File: src/rtl/spi_reg_pkg.sv
// Shared types and helpers for the SPI register-file slave.
package spi_reg_pkg;

  typedef enum logic [1:0] {
    StIdle,
    StCmd,
    StData,
    StDone
  } state_e;

  // Value of the first frame bit that selects a read.
  localparam logic RwRead = 1'b1;

  // Bit counter must reach the longer of the command and the data phase.
  function automatic int unsigned cnt_width(int unsigned addr_w, int unsigned data_w);
    int unsigned longest;
    longest = ((1 + addr_w) > data_w) ? (1 + addr_w) : data_w;
    return $clog2(longest + 1);
  endfunction

endpackage

File: src/rtl/spi_sync_edge.sv
// Multi-flop synchroniser with glitch filter and single-cycle rise/fall pulses.
module spi_sync_edge #(
  parameter int unsigned SYNC_STAGES = 2,
  parameter logic        RESET_VAL   = 1'b0
) (
  input  logic clk_i,
  input  logic rst_ni,
  input  logic d_i,
  output logic level_o,
  output logic rise_o,
  output logic fall_o
);

  logic [SYNC_STAGES-1:0] sync_q;
  logic                   hist_q;
  logic                   all_hi;
  logic                   all_lo;

  assign all_hi = &sync_q;
  assign all_lo = ~|sync_q;

  // The level only moves once every stage agrees, so pulses narrower than
  // SYNC_STAGES clocks never reach the edge detector.
  always_ff @(posedge clk_i or negedge rst_ni) begin
    if (!rst_ni) begin
      sync_q <= {SYNC_STAGES{RESET_VAL}};
      hist_q <= RESET_VAL;
    end else begin
      sync_q <= {sync_q[SYNC_STAGES-2:0], d_i};
      if (all_hi) begin
        hist_q <= 1'b1;
      end else if (all_lo) begin
        hist_q <= 1'b0;
      end
    end
  end

  assign level_o = hist_q;
  assign rise_o  = all_hi & ~hist_q;
  assign fall_o  = all_lo & hist_q;

endmodule

File: src/rtl/spi_reg_slave.sv
// 3-wire SPI register-file slave: R/W + address command, DATA_W-bit words,
// optional burst auto-increment and read-only registers fed from ro_d.
module spi_reg_slave
  import spi_reg_pkg::*;
#(
  parameter int unsigned         DATA_W      = 16,
  parameter int unsigned         ADDR_W      = 7,
  parameter int unsigned         NUM_REGS    = 4,
  parameter logic [NUM_REGS-1:0] RO_MASK     = '0,
  parameter int unsigned         SYNC_STAGES = 2,
  parameter bit                  BURST_EN    = 1'b1
) (
  input  logic                         clk,
  input  logic                         rstn,
  input  logic                         spi_sck,
  input  logic                         spi_cs_n,
  input  logic                         spi_sdi,
  output logic                         spi_sdo,
  output logic                         spi_sdo_oe,
  output logic [NUM_REGS*DATA_W-1:0]   reg_q,
  input  logic [NUM_REGS*DATA_W-1:0]   ro_d,
  output logic                         wr_stb,
  output logic [ADDR_W-1:0]            wr_addr,
  output logic                         rd_stb,
  output logic [ADDR_W-1:0]            rd_addr,
  output logic                         busy
);

  localparam int unsigned CntW = cnt_width(ADDR_W, DATA_W);

  logic sck_rise, sck_fall, sck_lvl;
  logic cs_rise, cs_fall, cs_lvl;
  logic sdi_lvl, sdi_rise, sdi_fall;
  logic unused_edges;

  spi_sync_edge #(.SYNC_STAGES(SYNC_STAGES), .RESET_VAL(1'b0)) u_sync_sck (
    .clk_i(clk), .rst_ni(rstn), .d_i(spi_sck),
    .level_o(sck_lvl), .rise_o(sck_rise), .fall_o(sck_fall)
  );

  spi_sync_edge #(.SYNC_STAGES(SYNC_STAGES), .RESET_VAL(1'b1)) u_sync_cs (
    .clk_i(clk), .rst_ni(rstn), .d_i(spi_cs_n),
    .level_o(cs_lvl), .rise_o(cs_rise), .fall_o(cs_fall)
  );

  spi_sync_edge #(.SYNC_STAGES(SYNC_STAGES), .RESET_VAL(1'b0)) u_sync_sdi (
    .clk_i(clk), .rst_ni(rstn), .d_i(spi_sdi),
    .level_o(sdi_lvl), .rise_o(sdi_rise), .fall_o(sdi_fall)
  );

  assign unused_edges = ^{sck_lvl, cs_lvl, sdi_rise, sdi_fall};

  state_e              state_q, state_d;
  logic [CntW-1:0]     cnt_q, cnt_d;
  logic                rw_q, rw_d;
  logic [ADDR_W-1:0]   addr_q, addr_d;
  logic [DATA_W-1:0]   shift_q, shift_d;
  logic                sdo_q, sdo_d;
  logic                sdo_oe_q, sdo_oe_d;
  logic                wr_stb_q, wr_stb_d;
  logic [ADDR_W-1:0]   wr_addr_q, wr_addr_d;
  logic                rd_stb_q, rd_stb_d;
  logic [ADDR_W-1:0]   rd_addr_q, rd_addr_d;
  logic [DATA_W-1:0]   regs_q [NUM_REGS];

  logic [ADDR_W-1:0]   ld_addr;
  logic [DATA_W-1:0]   rd_val;
  logic [DATA_W-1:0]   word;
  logic                wr_ok;
  logic                commit;
  logic                load_rd;

  // Address of the next read load: the freshly shifted command address, or
  // the auto-incremented address at a burst word boundary.
  assign ld_addr = (state_q == StCmd) ? ((addr_q << 1) | ADDR_W'(sdi_lvl))
                                      : (addr_q + 1'b1);
  assign word    = {shift_q[DATA_W-2:0], sdi_lvl};

  always_comb begin
    rd_val = '0;
    wr_ok  = 1'b0;
    for (int i = 0; i < NUM_REGS; i++) begin
      if (ld_addr == ADDR_W'(i)) begin
        rd_val = RO_MASK[i] ? ro_d[i*DATA_W +: DATA_W] : regs_q[i];
      end
      if (addr_q == ADDR_W'(i)) begin
        wr_ok = !RO_MASK[i];
      end
    end
  end

  always_comb begin
    state_d   = state_q;
    cnt_d     = cnt_q;
    rw_d      = rw_q;
    addr_d    = addr_q;
    shift_d   = shift_q;
    sdo_d     = sdo_q;
    sdo_oe_d  = sdo_oe_q;
    wr_stb_d  = 1'b0;
    wr_addr_d = wr_addr_q;
    rd_stb_d  = 1'b0;
    rd_addr_d = rd_addr_q;
    commit    = 1'b0;
    load_rd   = 1'b0;

    if (cs_rise) begin
      state_d  = StIdle;
      cnt_d    = '0;
      sdo_oe_d = 1'b0;
    end else begin
      unique case (state_q)
        StIdle: begin
          if (cs_fall) begin
            state_d = StCmd;
            cnt_d   = '0;
            addr_d  = '0;
            sdo_d   = 1'b0;
          end
        end
        StCmd: begin
          if (sck_rise) begin
            cnt_d = cnt_q + 1'b1;
            if (cnt_q == '0) begin
              rw_d = sdi_lvl;
            end else begin
              addr_d = (addr_q << 1) | ADDR_W'(sdi_lvl);
            end
            if (cnt_q == CntW'(ADDR_W)) begin
              state_d = StData;
              cnt_d   = '0;
              load_rd = (rw_q == RwRead);
            end
          end
        end
        StData: begin
          if (sck_rise) begin
            cnt_d = cnt_q + 1'b1;
            if (rw_q != RwRead) begin
              shift_d = word;
            end
            if (cnt_q == CntW'(DATA_W - 1)) begin
              cnt_d  = '0;
              commit = (rw_q != RwRead);
              if (BURST_EN) begin
                addr_d  = addr_q + 1'b1;
                load_rd = (rw_q == RwRead);
              end else begin
                state_d  = StDone;
                sdo_oe_d = 1'b0;
              end
            end
          end else if (sck_fall && (rw_q == RwRead)) begin
            sdo_d    = shift_q[DATA_W-1];
            shift_d  = shift_q << 1;
            sdo_oe_d = 1'b1;
          end
        end
        StDone: begin
        end
        default: state_d = StIdle;
      endcase
    end

    if (load_rd) begin
      shift_d   = rd_val;
      rd_stb_d  = 1'b1;
      rd_addr_d = ld_addr;
    end
    if (commit && wr_ok) begin
      wr_stb_d  = 1'b1;
      wr_addr_d = addr_q;
    end
  end

  always_ff @(posedge clk or negedge rstn) begin
    if (!rstn) begin
      state_q   <= StIdle;
      cnt_q     <= '0;
      rw_q      <= 1'b0;
      addr_q    <= '0;
      shift_q   <= '0;
      sdo_q     <= 1'b0;
      sdo_oe_q  <= 1'b0;
      wr_stb_q  <= 1'b0;
      wr_addr_q <= '0;
      rd_stb_q  <= 1'b0;
      rd_addr_q <= '0;
    end else begin
      state_q   <= state_d;
      cnt_q     <= cnt_d;
      rw_q      <= rw_d;
      addr_q    <= addr_d;
      shift_q   <= shift_d;
      sdo_q     <= sdo_d;
      sdo_oe_q  <= sdo_oe_d;
      wr_stb_q  <= wr_stb_d;
      wr_addr_q <= wr_addr_d;
      rd_stb_q  <= rd_stb_d;
      rd_addr_q <= rd_addr_d;
    end
  end

  always_ff @(posedge clk or negedge rstn) begin
    if (!rstn) begin
      for (int i = 0; i < NUM_REGS; i++) begin
        regs_q[i] <= '0;
      end
    end else begin
      for (int i = 0; i < NUM_REGS; i++) begin
        if (commit && wr_ok && (addr_q == ADDR_W'(i))) begin
          regs_q[i] <= word;
        end
      end
    end
  end

  always_comb begin
    reg_q = '0;
    for (int i = 0; i < NUM_REGS; i++) begin
      reg_q[i*DATA_W +: DATA_W] = RO_MASK[i] ? ro_d[i*DATA_W +: DATA_W] : regs_q[i];
    end
  end

  // Output enable drops in the very clock that sees CS deassert.
  assign spi_sdo    = sdo_q;
  assign spi_sdo_oe = sdo_oe_q & ~cs_rise;
  assign wr_stb     = wr_stb_q;
  assign wr_addr    = wr_addr_q;
  assign rd_stb     = rd_stb_q;
  assign rd_addr    = rd_addr_q;
  assign busy       = (state_q != StIdle);

endmodule
File: config.mk
export PLATFORM = sky130hd
export DESIGN_NAME = spi_reg_slave
export DESIGN_NICKNAME = d
export VERILOG_FILES = /design/src/rtl/spi_reg_pkg.sv /design/src/rtl/spi_sync_edge.sv /design/src/rtl/spi_reg_slave.sv
export SDC_FILE = /design/constraint.sdc
export NUM_CORES = 1
export LEC_CHECK = 0
export ABC_AREA = 1
export BUFFER_PORTS_ARGS = -buffer_cell sky130_fd_sc_hd__buf_2
export CAP_MARGIN = 20
export CORE_MARGIN = 8
export CORE_UTILIZATION = 40
export DETAILED_ROUTE_END_ITERATION = 16
export SETUP_SLACK_MARGIN = 0.2
export SLEW_MARGIN = 40
export SYNTH_ARGS = -nofsm -noshare
export SYNTH_HDL_FRONTEND = slang
export SYNTH_SLANG_ARGS = --single-unit
export TNS_END_PERCENT = 10
File: constraint.sdc
create_clock -name clk -period 2.4 [get_ports clk]
set_input_delay 0.24 -clock clk [delete_from_list [all_inputs] [get_ports clk]]
set_output_delay 0.24 -clock clk [all_outputs]
set_load 0.05 [all_outputs]
==> metrics.txt, run 1 <==
status=completed; worst-path cell chain=ha_2 -> nand2_4 -> nor2_4 -> ha_4 -> nand2_1 -> nor3_2 -> buf_4 -> nand2_2 -> or2_4 -> clkbuf_16 -> o21ai_2; Mapped Avg Cell Area=between 8 and 9 um^2; Gate power share=0.378; final setup fails=0; clock buffer depth=2; Switching Fraction=0.3858; Die X=140.3 um; post-route cell area=roughly 0.0078 mm^2; unrepaired setup endpoints after global routing=true; pwr/cell area=approximately 1000 mW/mm^2; Tmin final=around 2100 ps; Initial Utilization=0.4079; clock-pin slew on the worst setup and hold paths=50 ps; P_sw=2.998 mW; vias in the first global route=between 5000 and 6000; CTS H-tree lvls=4; CP max stage delay=~370 ps; CTS Sinks=~120; CTS tree=done; final period utilization=0.8642; TNS Setup=0 ps; first-pass GRT wire length=approximately 27000 um; row count=45; FF-to-FF setup slack=roughly 330 ps; synthesis-stage register bit count=approximately 120; sequential area share after synthesis=0.4947; total length of routed wires=between 15000 and 20000 um; pre-CTS WS=98.78 ps; Worst Path Buf+Inv=2; most frequent cells in the layout=135 x nand2_1, 117 x dfrtp_1, 86 x buf_2; via count=around 5300; skew final=between 8 and 9 ps; fin. max-slew vios=0; critical path startpoint category=flip-flop; DR pass1 iterations=6; Crit. End Element=flip-flop; worst slew pin tran=roughly 700 ps; Worst Path Max Fanout=16; Final #Nets=~900; Max Cap Viol=0; 1st-iter DRT viols=slightly below 500; layout cells sized above 1=0.2970; clock share of power=0.300; IR drop worst, VDD=0.5213 mV; Worst Path Required=2750 ps; post-DR wirelength/cell=about 17 um; WS Path Type=reg2reg; P_int=4.773 mW; HP Class=reg2reg; IO Port Bufs=87; Seq pwr share=0.322; grt ovf=0; leakage power=about 3.8 nW; CTS Buf Count=17; clk_lat worst skew=420 ps; I/O Pins=152; placed cells=966; number of distinct library cells after synthesis=40; initial antenna violation count=0; Vias/cell=about 5.3; Ys Warns=0; Final Util=0.5136; global placement routability congestion=between 0.8 and 0.9; Syn Inst Count=around 700; Core Area=roughly 0.015 mm^2; Area contributors post-synth=dfrtp_1 48%, nand2_1 8.3%, o21ai_0 6.2%, nor2_1 4.6%, nand3_1 4.1%; Yosys top cell by area=dfrtp_1; Synth-to-Final Area Change=25.90%; CP max-delay cell=dfrtp_1; Top delay family on crit path=simple AND/OR/NAND/NOR gates; Cell Count, Final, Fillers Out=around 1000; height of the die=between 100 and 150 um; final worst slack=~330 ps; commonest non-fill, non-tap cell in the layout=nand2_1; DRC viols=0; CP arrival=2420 ps; cell area after synthesis=between 0.006 and 0.007 mm^2; largest net degree at the start of global routing=around 120; Slew headroom=0.5352; all-layer global routing usage=0.1698; Post-DP HPWL=about 11000 um; Fmax=around 480 MHz; Final ANT Viol Nets=0; Final Hold Fails=0; Post-DP Area=slightly below 0.007 mm^2; syn_nets=roughly 800; Root Buffer Master=clkbuf_16; share of the synthesized area in the top cell type=0.4820; # diodes=0; die area=0.01968 mm^2
-- per-stage QoR --
| stage | power (mW) | hold slack, ps |
|---|---|---|
| finish | 7.771 | 377.5 |
| global route | 8.177 | 386.6 |
| CTS | 7.651 | 379.7 |
| detailed placement | 5.025 | 346.2 |
| global placement | 4.975 | 347.2 |
| floorplan | 4.248 | -55.59 |
-- cells in the mapped netlist (all sizes together) --
cell type / number
a211o: 1
a21boi: 1
a21oi: 23
a22oi: 1
a31o: 1
buf: 20
clkbuf: 15
dfrtp: 119
dfstp: 3
ha: 16
inv: 65
nand2: 138
nand3: 75
nand4: 2
nor2: 80
nor3: 2
nor4: 3
o211ai: 17
o21a: 2
o21ai: 111
o22ai: 4
or2: 1
xor2: 2
-- path summary, 6_finish.rpt --
check | start | to | cells past startpoint
hold / removal | u_sync_cs.sync_q[0] | u_sync_cs.sync_q[1] | 0
setup / recovery | cnt_q[1] | reg_q[39] | 11
setup reg to reg | cnt_q[1] | reg_q[39] | 11
min in group asynchronous | rstn | addr_q[5] | 3
hold reg to reg | u_sync_cs.sync_q[0] | u_sync_cs.sync_q[1] | 0
max in group asynchronous | rstn | u_sync_sck.level_o | 3
-- timing repair --
item | in CTS | in global routing
hold buffers | 4 | 0
gates cloned | 0 | 6
endpoints found under the setup margin | 23 | 85
gates resized for setup | 3 | 33
endpoints found under the hold margin | 122 | 0
pin swaps | 1 | 6
buffers inserted | 3 | 4
-- power groups by stage --
stage / clock (mW) / sequential, mW / combinational [mW]
3_5_place_dp: 0 / 2.52 / 2.51
6_report: 2.33 / 2.50 / 2.94
3_3_place_gp: 0 / 2.51 / 2.47
4_1_cts: 2.37 / 2.48 / 2.80
2_1_floorplan: 0 / 2.57 / 1.68
5_1_grt: 2.45 / 2.53 / 3.20
-- routing by layer --
layer  global-route usage  vias up  routed length (um)
li1                     -     2548                   -
met1               0.2185     2549                7725
met2               0.2658      203                8084
met3              0.04485       26                1185
met4              0.06971        0                 294
met5                    0        -                   0
-- cell type report --
cell class	count	area, um^2
Fill cell	1418	7367
Sequential cell	122	3059
Multi-Input combinational cell	481	2758
Timing Repair Buffer	127	953.4
Clock buffer	21	450.4
Inverter	65	246.5
Tap cell	188	235.2
Clock inverter	9	76.32
-- cell families after synthesis --
logic type	count (synthesis)	synth area share
buffers and inverters	100	0.07594
adder cells (fa/ha/maj)	16	0.03240
flip-flops	122	0.4947
XOR/XNOR	2	0.002836
AND/OR/NAND/NOR	301	0.2337
AO/OA/AOI/OAI	161	0.1604
-- sequential cells by signal (all words and copies together), names as in the netlist, 5 cells and up --
| register | cells |
|---|---|
| cnt_q | 5 |
| reg_q | 64 |
| wr_addr | 7 |
| rd_addr | 7 |
| shift_q | 16 |
| addr_q | 7 |
(Power assumes the default switching activity.)
==> run 2, diff against run 1 <==
--- a/config.mk
+++ b/config.mk
@@ -8,9 +8,12 @@
 export ABC_AREA = 1
 export BUFFER_PORTS_ARGS = -buffer_cell sky130_fd_sc_hd__buf_2
 export CAP_MARGIN = 20
+export CELL_PAD_IN_SITES_DETAIL_PLACEMENT = 0
+export CELL_PAD_IN_SITES_GLOBAL_PLACEMENT = 1
 export CORE_MARGIN = 8
 export CORE_UTILIZATION = 40
 export DETAILED_ROUTE_END_ITERATION = 16
+export PLACE_DENSITY_LB_ADDON = 0.1
 export SETUP_SLACK_MARGIN = 0.2
 export SLEW_MARGIN = 40
 export SYNTH_ARGS = -nofsm -noshare
==> run 2 against run 1 <==
Compared with the run above: sequential power about the same; cell count increased by 0.69%; wire length decreased by 1.8%; clock skew decreased by 2.5 ps; worst hold slack improved by 2.0 ps; combinational power increased by 3%; clock-buffer cell count increased by 4; die area unchanged; utilization increased by 0.38 points; register-to-register slack about the same; maximum frequency decreased by 0.22%; first-iteration DRC count decreased by 35%.
==> metrics.txt, run 2 (synthesis results as in run 1) <==
status=completed; vias in the first global route=5218; TNS Setup=0 ps; layout cells sized above 1=0.3005; FF-to-FF setup slack=320 ps; CTS Buf Count=17; DR pass1 iterations=5; final period utilization=0.8661; Post-DP HPWL=10990 um; Fillers=approximately 1400; Core Area=~0.015 mm^2; worst slew pin tran=between 600 and 700 ps; fin. max-slew vios=0; commonest non-fill, non-tap cell in the layout=nand2_1; Initial Utilization=0.4079; Synth-to-Final Area Change=26.83%; CTS tree=done; Worst Path Required=between 2000 and 3000 ps; final setup fails=0; post-DR wirelength/cell=approximately 17 um; Post-DP Area=0.006954 mm^2; RR Endpoint=cnt_q[3]; 1st-iter DRT viols=318; CTS Sinks=122; WHS=roughly 380 ps; WHS Path Cells=0; all-layer global routing usage=0.1760; row count=45; critical path startpoint category=flip-flop; max reg flops=64; final worst slack=approximately 320 ps; DRC viols=0; pwr/cell area=between 1000 and 1500 mW/mm^2; hold path endpoint=u_sync_cs.sync_q[1]; clock-pin slew on the worst setup and hold paths=roughly 50 ps; IR drop worst, VDD=about 0.55 mV; worst r2r path cells=11; clock buffer depth=2; clk_lat worst skew=between 400 and 500 ps; Crit. End Element=flip-flop; unrepaired setup endpoints after global routing=true; reg-to-reg startpoint=state_q[1]; height of the die=approximately 140 um; CP arrival=2370 ps; Slew headroom=0.5394; Root Buffer Master=clkbuf_16; via count=around 5300; leakage power=between 3 and 4 nW; WS Path Type=reg2reg; HP Class=reg2reg; Final Util=0.5174; Die X=around 140 um; IO Port Bufs=a little under 90; Final #Nets=roughly 900; I/O Pins=between 150 and 200; first-pass GRT wire length=27710 um; largest net degree at the start of global routing=123; Final ANT Viol Nets=0; Vias/cell=about 5; Final Hold Fails=0; global placement routability congestion=between 0.7 and 0.8; Worst Path Max Fanout=8; hold wc startpoint=u_sync_cs.sync_q[0]; pre-CTS WS=89.16 ps; Tmin final=around 2100 ps; total length of routed wires=16990 um; most frequent cells in the layout=135 x nand2_1, 116 x dfrtp_1, 86 x buf_2; initial antenna violation count=0; post-route cell area=between 0.007 and 0.008 mm^2; Max Cap Viol=0; # diodes=0; CTS H-tree lvls=4; Fmax=481.1 MHz; grt ovf=0; skew final=about 6.2 ps; die area=~0.020 mm^2
-- run 2: metal layers --
| metal | global-route usage | routed length [um] | share of wire |
|---|---|---|---|
| met3 | 0.04655 | 1006 | 0.059 |
| met4 | 0.05714 | 153 | 0.0090 |
| met2 | 0.2717 | 7718 | 0.45 |
| met5 | 0 | 0 | 0 |
| met1 | 0.2353 | 8108 | 0.48 |
-- run 2: how the worst max path moves through the flow --
stage / from / to / slack (ps) / cells after the start
floorplan: cnt_q[0] / reg_q[44] / 330 / 12
global placement: state_q[1] / shift_q[1] / 130 / 12
detailed placement: state_q[1] / shift_q[1] / 90 / 12
CTS: cnt_q[0] / reg_q[42] / 200 / 12
global route: state_q[1] / cnt_q[0] / 170 / 11
finish: state_q[1] / cnt_q[3] / 320 / 11
-- run 2: final cells by class --
class                      count  area [um^2]  share of cell area
tap                          188        235.2             0.03002
timing repair buffer         133        999.7              0.1276
clock buffer                  25        475.5             0.06067
clock inverter                 7        91.34             0.01166
multi-input combinational    480         2724              0.3476
sequential                   122         3060              0.3905
inverter                      65        250.2             0.03193
-- run 2: critical path, cell delays in order, from the launching register on --
cell and delay (ps):
dfrtp_1 400, inv_2 90, ha_4 180, clkinvlp_4 160, buf_4 170, buf_4 130, o21ai_1 160, a21oi_1 70
o22ai_1 210, inv_1 190, nand2_1 130, o22ai_1 70
-- run 2: timing repair --
| action | CTS | global route |
|---|---|---|
| setup buffers | 2 | 10 |
| pin swaps | 1 | 10 |
| endpoints found under the hold margin | 122 | 0 |
| hold buffers | 4 | 0 |
| endpoints found under the setup margin | 16 | 84 |
| gates resized for setup | 2 | 28 |
| cloned | 0 | 3 |
-- run 2: power breakdown --
part           internal, mW  total [mW]  leakage [nW]  switching (mW)
clock network          1.58        2.46         0.275           0.885
logic                  1.11        3.03          1.94            1.92
registers              2.30        2.49          1.64           0.188
-- run 2: per-stage QoR --
step           total power [mW]  std cells
3_5_place_dp              5.110        969
6_report                  7.984       1020
4_1_cts                   7.796       1007
5_1_grt                   8.463       1020
3_3_place_gp              5.067        969
2_1_floorplan             4.248        702
==> run 3, diff against run 2 <==
--- a/config.mk
+++ b/config.mk
@@ -14,6 +14,7 @@
 export CORE_UTILIZATION = 40
 export DETAILED_ROUTE_END_ITERATION = 16
 export PLACE_DENSITY_LB_ADDON = 0.1
+export RECOVER_POWER = 25
 export SETUP_SLACK_MARGIN = 0.2
 export SLEW_MARGIN = 40
 export SYNTH_ARGS = -nofsm -noshare
==> run 3 against run 2 <==
Compared with the run above: sequential power about the same; critical path type unchanged; cell count unchanged; utilization about the same; worst hold slack gained 13 ps; combinational power barely moved; maximum frequency barely moved; global-route usage stayed put; non-clock buffer count did not move; first-iteration DRC count did not move.
==> metrics.txt, run 3 (synthesis results as in run 1) <==
grt ovf=0; commonest non-fill, non-tap cell in the layout=nand2_1; largest net degree at the start of global routing=approximately 120; Initial Utilization=0.4079; layout cells sized above 1=0.2981; DR pass1 iterations=5; Fmax=between 400 and 500 MHz; Final Hold Fails=0; CTS H-tree lvls=4; Worst Path Max Fanout=8; Worst Path Buf+Inv=5; hold wc startpoint=u_sync_cs.sync_q[0]; clock-pin slew on the worst setup and hold paths=50 ps; unrepaired setup endpoints after global routing=true; most frequent cells in the layout=135 x nand2_1, 116 x dfrtp_1, 86 x buf_2; pwr/cell area=1019 mW/mm^2; height of the die=140.3 um; row count=45; CP max-delay cell=dfrtp_1; worst slew pin tran=691.7 ps; max reg flops=between 60 and 70; Root Buffer Master=clkbuf_16; critical path startpoint category=flip-flop; TNS Setup=0 ps; IO Port Bufs=87; final period utilization=0.8661; FF+latch area=a little over 0.003 mm^2; worst r2r path cells=11; CTS Buf Count=17; status=completed; Fillers=roughly 1400; # diodes=0; Top delay family on crit path=buffers and inverters; Post-DP Area=roughly 0.0070 mm^2; first-pass GRT wire length=around 28000 um; Core Area=between 0.015 and 0.02 mm^2; 1st-iter DRT viols=between 300 and 400; reg-to-reg startpoint=state_q[1]; die area=0.01968 mm^2; DRC viols=0; Vias/cell=approximately 5.2; Tmin final=between 2000 and 2500 ps; clock buffer depth=2; clk_lat worst skew=410 ps; CP max stage delay=~400 ps; HP Class=reg2reg; post-route cell area=0.007833 mm^2; all-layer global routing usage=0.1760; area occupied by multi-input gates=roughly 0.0027 mm^2; RR Endpoint=cnt_q[3]; final setup fails=0; Die X=about 140 um; WS Path Type=reg2reg; via count=5253; skew final=around 6.2 ps; Final Util=0.5171; global placement routability congestion=~0.8; CTS tree=done; total length of routed wires=approximately 17000 um; leakage power=between 3 and 4 nW; fin. max-slew vios=0; initial antenna violation count=0; Synth-to-Final Area Change=26.77%; Crit. End Element=flip-flop; IR drop worst, VDD=~0.55 mV; vias in the first global route=~5200; hold path endpoint=u_sync_cs.sync_q[1]; CP arrival=around 2400 ps; FF-to-FF setup slack=320 ps; I/O Pins=152; Final ANT Viol Nets=0; WHS Path Cells=0; Worst Path Required=around 2700 ps; CTS Sinks=about 120; Slew headroom=0.5388; worst-path cell chain=inv_2 -> ha_4 -> clkinvlp_4 -> buf_4 -> buf_4 -> o21ai_1 -> a21oi_1 -> o22ai_1 -> inv_1 -> nand2_1 -> o22ai_1; Final #Nets=around 900; Post-DP HPWL=between 10000 and 15000 um; Max Cap Viol=0; post-DR wirelength/cell=about 17 um
-- run 3: metrics by stage --
stage	power, mW	setup slack, ps	std cells	hold WS (ps)
global route	8.461	172.6	1020	405.6
floorplan	4.248	326.4	702	-55.59
finish	7.983	321.3	1020	392.5
detailed placement	5.110	89.16	969	349.4
CTS	7.796	203.3	1007	383.0
global placement	5.067	126.9	969	349.1
-- run 3: how the worst max path moves through the flow --
stage          startpoint  depth (start not counted)          to  slack (ps)
2_1_floorplan    cnt_q[0]                         12   reg_q[44]         330
3_3_place_gp   state_q[1]                         12  shift_q[1]         130
3_5_place_dp   state_q[1]                         12  shift_q[1]          90
4_1_cts          cnt_q[0]                         12   reg_q[42]         200
5_1_grt        state_q[1]                         11    cnt_q[0]         170
6_report       state_q[1]                         11    cnt_q[3]         320
-- run 3: repair_timing --
item                                    4_1_cts  5_1_grt
resized for setup                             2       28
setup buffers                                 2       10
hold buffers                                  4        0
cloned                                        0        3
pin swaps                                     1       10
endpoints found under the setup margin       16       84
hold endpoints to repair                    122        0
-- run 3: report_power, final --
group	switching (mW)	internal, mW	leakage (nW)
sequential	0.188	2.30	1.64
clock	0.884	1.58	0.275
combinational	1.92	1.11	1.94
-- run 3: layer usage --
layer	share of wire	track usage
met5	0	0
met4	0.0090	0.05714
met3	0.059	0.04655
met2	0.45	0.2717
met1	0.48	0.2353
-- run 3: layout make-up --
type / instances / area share
well taps: 188 / 0.03003
clock buffers: 25 / 0.06070
repair buffers: 133 / 0.1272
flip-flops and latches: 122 / 0.3907
multi-input cells: 480 / 0.3478
clock inverters: 7 / 0.01166
inverters: 65 / 0.03195
